--- config.mk ---
export PLATFORM = sky130hd
export DESIGN_NAME = raiz_requester
export DESIGN_NICKNAME = d
export VERILOG_FILES = /design/src/rtl/raiz_requester.sv
export SDC_FILE = /design/constraint.sdc
export NUM_CORES = 1
export LEC_CHECK = 0
export CORE_ASPECT_RATIO = 0.6
export CORE_MARGIN = 2
export CORE_UTILIZATION = 48
export CTS_CLUSTER_SIZE = 25
export DETAILED_ROUTE_END_ITERATION = 8
export GPL_ROUTABILITY_DRIVEN = 0
export GPL_TIMING_DRIVEN = 0
export PLACE_DENSITY = 0.82
export SYNTH_ARGS = -nofsm -noshare
export SYNTH_HDL_FRONTEND = slang
export SYNTH_SLANG_ARGS = --single-unit
export TNS_END_PERCENT = 5
--- constraint.sdc ---
create_clock -name clock -period 4.6 [get_ports clock]
set_input_delay 0.92 -clock clock [delete_from_list [all_inputs] [get_ports clock]]
set_output_delay 0.92 -clock clock [all_outputs]
set_load 0.005 [all_outputs]
--- src/rtl/raiz_requester.sv ---
// raiz_requester: issues one square-root request to an accelerator, waits for the answer, checks the root and reports it.
module raiz_requester #(
    parameter int n       = 8,
    parameter int TIMEOUT = 31
) (
    input  logic           clock,
    input  logic           reset,
    input  logic           start,
    input  logic [n-1:0]   operand,
    output logic [n-1:0]   data_in,
    output logic           data_ready,
    input  logic           done,
    input  logic [n/2-1:0] raiz,
    input  logic [3:0]     ciclos,
    output logic           busy,
    output logic [n/2-1:0] result,
    output logic [3:0]     cycles,
    output logic           valid,
    output logic           error,
    output logic           timeout
);
    localparam int CW = $clog2(TIMEOUT + 1);
    localparam logic [n+1:0] ONE_X = (n+2)'(1);
    typedef enum logic [2:0] {IDLE, ISSUE, WAIT_CLR, WAIT_DONE, CHECK, REPORT} state_t;
    state_t         state_q, state_d;
    logic [n-1:0]   data_in_q, data_in_d;
    logic [n/2-1:0] result_q, result_d;
    logic [3:0]     cycles_q, cycles_d;
    logic           error_q, error_d, timeout_q, timeout_d;
    logic           data_ready_q, busy_q, valid_q;
    logic [CW-1:0]  cnt_q, cnt_d;
    logic [n+1:0]   r_x, op_x, lo, hi;
    logic           expired;
    always_comb begin
        state_d   = state_q;
        data_in_d = data_in_q;
        result_d  = result_q;
        cycles_d  = cycles_q;
        error_d   = error_q;
        timeout_d = timeout_q;
        cnt_d     = cnt_q;
        // bounds are widened by two bits so (result+1)^2 cannot wrap
        r_x       = {{(n/2+2){1'b0}}, result_q};
        op_x      = {2'b00, data_in_q};
        lo        = r_x * r_x;
        hi        = (r_x + ONE_X) * (r_x + ONE_X);
        expired   = cnt_q == CW'(TIMEOUT - 1);
        case (state_q)
            IDLE: begin
                if (start) begin
                    state_d   = ISSUE;
                    data_in_d = operand;
                end
            end
            ISSUE: begin
                state_d = WAIT_CLR;
                cnt_d   = '0;
            end
            WAIT_CLR, WAIT_DONE: begin
                cnt_d = cnt_q + CW'(1);
                if (state_q == WAIT_CLR && !done) begin
                    state_d = WAIT_DONE;
                    cnt_d   = '0;
                end else if (state_q == WAIT_DONE && done) begin
                    state_d  = CHECK;
                    result_d = raiz;
                    cycles_d = ciclos;
                end else if (expired) begin
                    state_d   = REPORT;
                    result_d  = '0;
                    cycles_d  = '0;
                    error_d   = 1'b1;
                    timeout_d = 1'b1;
                end
            end
            CHECK: begin
                state_d   = REPORT;
                error_d   = !(lo <= op_x && op_x < hi);
                timeout_d = 1'b0;
            end
            REPORT: state_d = IDLE;
            default: state_d = IDLE;
        endcase
    end
    always_ff @(posedge clock or negedge reset) begin
        if (!reset) begin
            state_q      <= IDLE;
            data_in_q    <= '0;
            result_q     <= '0;
            cycles_q     <= '0;
            error_q      <= 1'b0;
            timeout_q    <= 1'b0;
            cnt_q        <= '0;
            data_ready_q <= 1'b0;
            busy_q       <= 1'b0;
            valid_q      <= 1'b0;
        end else begin
            state_q      <= state_d;
            data_in_q    <= data_in_d;
            result_q     <= result_d;
            cycles_q     <= cycles_d;
            error_q      <= error_d;
            timeout_q    <= timeout_d;
            cnt_q        <= cnt_d;
            data_ready_q <= state_d == ISSUE;
            busy_q       <= state_d != IDLE;
            valid_q      <= state_d == REPORT;
        end
    end
    assign data_in    = data_in_q;
    assign data_ready = data_ready_q;
    assign busy       = busy_q;
    assign result     = result_q;
    assign cycles     = cycles_q;
    assign valid      = valid_q;
    assign error      = error_q;
    assign timeout    = timeout_q;
endmodule

==> qor.yml <==
outcome: "finished, violations left"
violations: "setup timing"
yosys_warnings: 0
post_drt_wl_per_cell_um: 15.6
p_sw_mw: 0.897
clock.fmax_mhz: 212
synth-edff-count: 0
rsz0062_at_grt: "yes"
grt_pass1_wl_um: 9280
initial_core_util_pct: 49.3
r2r_end: "error"
final_cell_mix: "39 x clkdlybuf4s50_1, 31 x ha_1, 27 x dfrtp_1"
synth_cells: 241
overflow: 0
core_area_mm2: 0.00454
intPower_mw: 1.16
clk_latency_ps: 280
path_clk_slew_ps: 60
drc: 0
r2r-start: "result[2]"
antenna_found_initial: 0
fin_util_pct: 65.0
synth_nets: 296
postPlaceCellArea_mm2: 0.00274
cts.path.max_buffers: 2
first_pass_iters: 4
numClockSinks: 29
rrSetupSlack_ps: -110
min_period_ps: 4710
drv_slew: 0
die_area_mm2: 0.00524
die_height_um: 56.9
cts_tree: "yes"
dp.final_hpwl_um: 4230
grt_start_max_net_pins: 30
hold_depth: 2
postRouteWirelength_um: 5660
grt_pass1_vias: 2020
slowest_delay_ps: 510
multi_input_area_mm2: 0.00149
slew_headroom_pct: 53.1
ir_drop_v: 0.000289
min_to: "cnt_q[4]"
synth-async-reset-ratio_pct: 100
stdcell_area_mm2: 0.00295
pwr-share-seq_pct: 23.2
r2r_cells: 20
path_cells: "clkbuf_8, and2_4, nand2_1, xor2_1, or2_4, fa_1, fa_1, inv_1, ha_1, a41o_1, ha_4, or3_1, o221ai_4, xor2_1, ha_1, o211ai_1, nand2_1, o211ai_2, or4_4, a2bb2oi_2"
path_max_fanout: 4
hold_violations: 0
arrival_ps: 4920
cts-root-buf: "clkbuf_8"
synthDistinctLibCells: 49
min-delay-start: "cnt_q[4]"
combPwrFrac_pct: 67.0
vias_per_cell: 5.64
ant_nets: 0
drive_above_1_share_pct: 13.0
pwr-share-clk_pct: 9.8
rows: 19
cts-buffers-inserted: 5
drv_cap: 0
vias: 2047
ys_ff_latch: 29
syn_area_mm2: 0.00224
drt-initial-drc-count: 146
hp-class: "reg -> reg"
leakage_nw: 1.36
p_sw_share_pct: 43.6
finalSetupViolCount: 1
yosysSeqAreaShare_pct: 32.4
cts_hold_buf: 0
final_common_cell: "clkdlybuf4s50_1"
worst-slew-pin-transition_ps: 701
yosys-top-cells-area: "dfrtp_1 32%, ha_1 18%, nand2_1 3.9%, o21ai_0 3.6%, a21oi_1 3.4%"
required_ps: 4820
endpoint_kind: "register"
skew_ps: 5.72
synth.avg_cell_area_um2: 9.29
ios: 41
tns_ps: -108
fillers: 378
numPortBuffers: 40
synth_flop_cell: "dfrtp_1"
finalPower_mw: 2.05
setup.worst_path.class: "reg -> reg"
power_density_mw_per_mm2: 696
area_growth_pct: 31.8
regArea_um2: 728
final_nets: 354
fin_ws_ps: -108
cts_htree_levels: 2
antennaDiodeCount: 0
cp_slowest_cell: "fa_1"
die-width_um: 92.2
period_share_pct: 102
synth_top_area_share_pct: 32.4
cp-start-kind: "register"
synth_top_cell_by_area: "dfrtp_1"
track_usage_pct: 22.9
==> how the worst max path moves through the flow <==
| stage | start | to | slack (ps) | depth (start not counted) |
|---|---|---|---|---|
| 3_5_place_dp | result[0] | error | -460 | 18 |
| 2_1_floorplan | result[2] | error | -20 | 20 |
| 4_1_cts | result[2] | error | -60 | 20 |
| 3_3_place_gp | result[2] | error | -300 | 20 |
| 5_1_grt | result[2] | error | -230 | 20 |
| 6_report | result[2] | error | -110 | 20 |
==> area by class of cell <==
class                   count  share of cell area [%]
well taps                  63                    2.67
plain buffers               8                    1.40
clock inverters             2                   0.339
repair buffers             51                    16.2
inverters                  15                    1.91
flip-flops and latches     29                    24.7
clock buffers               6                    2.46
multi-input cells         189                    50.3
==> per-layer routing <==
layer	global-route usage (%)	wire length (um)	share of wire [%]	vias up
met1	32.0	2760	49	960
met4	8.53	126	2.2	0
met2	35.1	2430	43	86
li1	-	-	-	984
met5	0	0	0	-
met3	4.97	338	6.0	17
==> cell families (layout without fill, tap and decap cells) <==
| logic type | count (synthesis) | in the layout | share of synthesized area, % |
|---|---|---|---|
| AND/OR/NAND/NOR | 72 | 72 | 17.0 |
| AO/OA/AOI/OAI | 68 | 68 | 20.8 |
| buffers and inverters | 23 | 82 | 3.91 |
| other | 1 | 1 | 0.168 |
| flip-flops | 29 | 29 | 32.4 |
| XOR/XNOR | 9 | 9 | 3.52 |
| adder cells (fa/ha/maj) | 36 | 36 | 20.7 |
| multiplexers | 3 | 3 | 1.40 |
==> critical path, delay by kind of cell, from the launching register on <==
family                     cells  cell delay (ps)
AOI/OAI and AO/OA              5              590
DFF                            1              370
buffers and inverters          2              180
xor gates and xnor gates       2              270
and+or+nand+nor                6             1340
adders and majority gates      5             1880
==> through the flow <==
step	std cells	hold slack [ps]	setup WS, ps
2_1_floorplan	241	466	-19.8
3_3_place_gp	344	497	-298
3_5_place_dp	344	496	-457
4_1_cts	363	519	-64.5
5_1_grt	363	530	-233
6_report	363	514	-108
==> flip-flops by register name (all words and copies together), names as in the netlist <==
name and cells:
valid 1, cnt_q 5, result 4, state_q 3
error 1, timeout 1, data_in 8, busy 1
cycles 4, data_ready 1
==> what timing repair did <==
action / in CTS / in global routing
gates resized for setup: 7 / 2
pin swaps: 10 / 4
endpoints found under the setup margin: 1 / 1
setup buffers: 11 / 0
==> cell usage after synthesis, types with 3 or more instances <==
master,instances
xor2_1,5
and2_1,5
nor2_1,12
dfrtp_1,29
or4_1,3
nor3_1,3
inv_1,15
clkbuf_1,7
a211oi_1,3
o21ai_1,3
a21oi_1,15
or3_1,3
xnor2_1,4
a31oi_1,3
nand2_1,23
nand3_1,3
a21o_1,3
a22o_1,8
o211ai_1,3
ha_1,33
nor2b_1,10
o21ai_0,16
==> power groups by stage <==
stage                     registers, mW  logic, mW  clock network [mW]
after floorplan                   0.461      0.816                   0
after global placement            0.479       1.16                   0
after detailed placement          0.481       1.24                   0
after CTS                         0.473       1.35               0.203
after global routing              0.490       1.52               0.217
final                             0.477       1.38               0.201
Note: power is estimated with default switching activity, not from simulation.
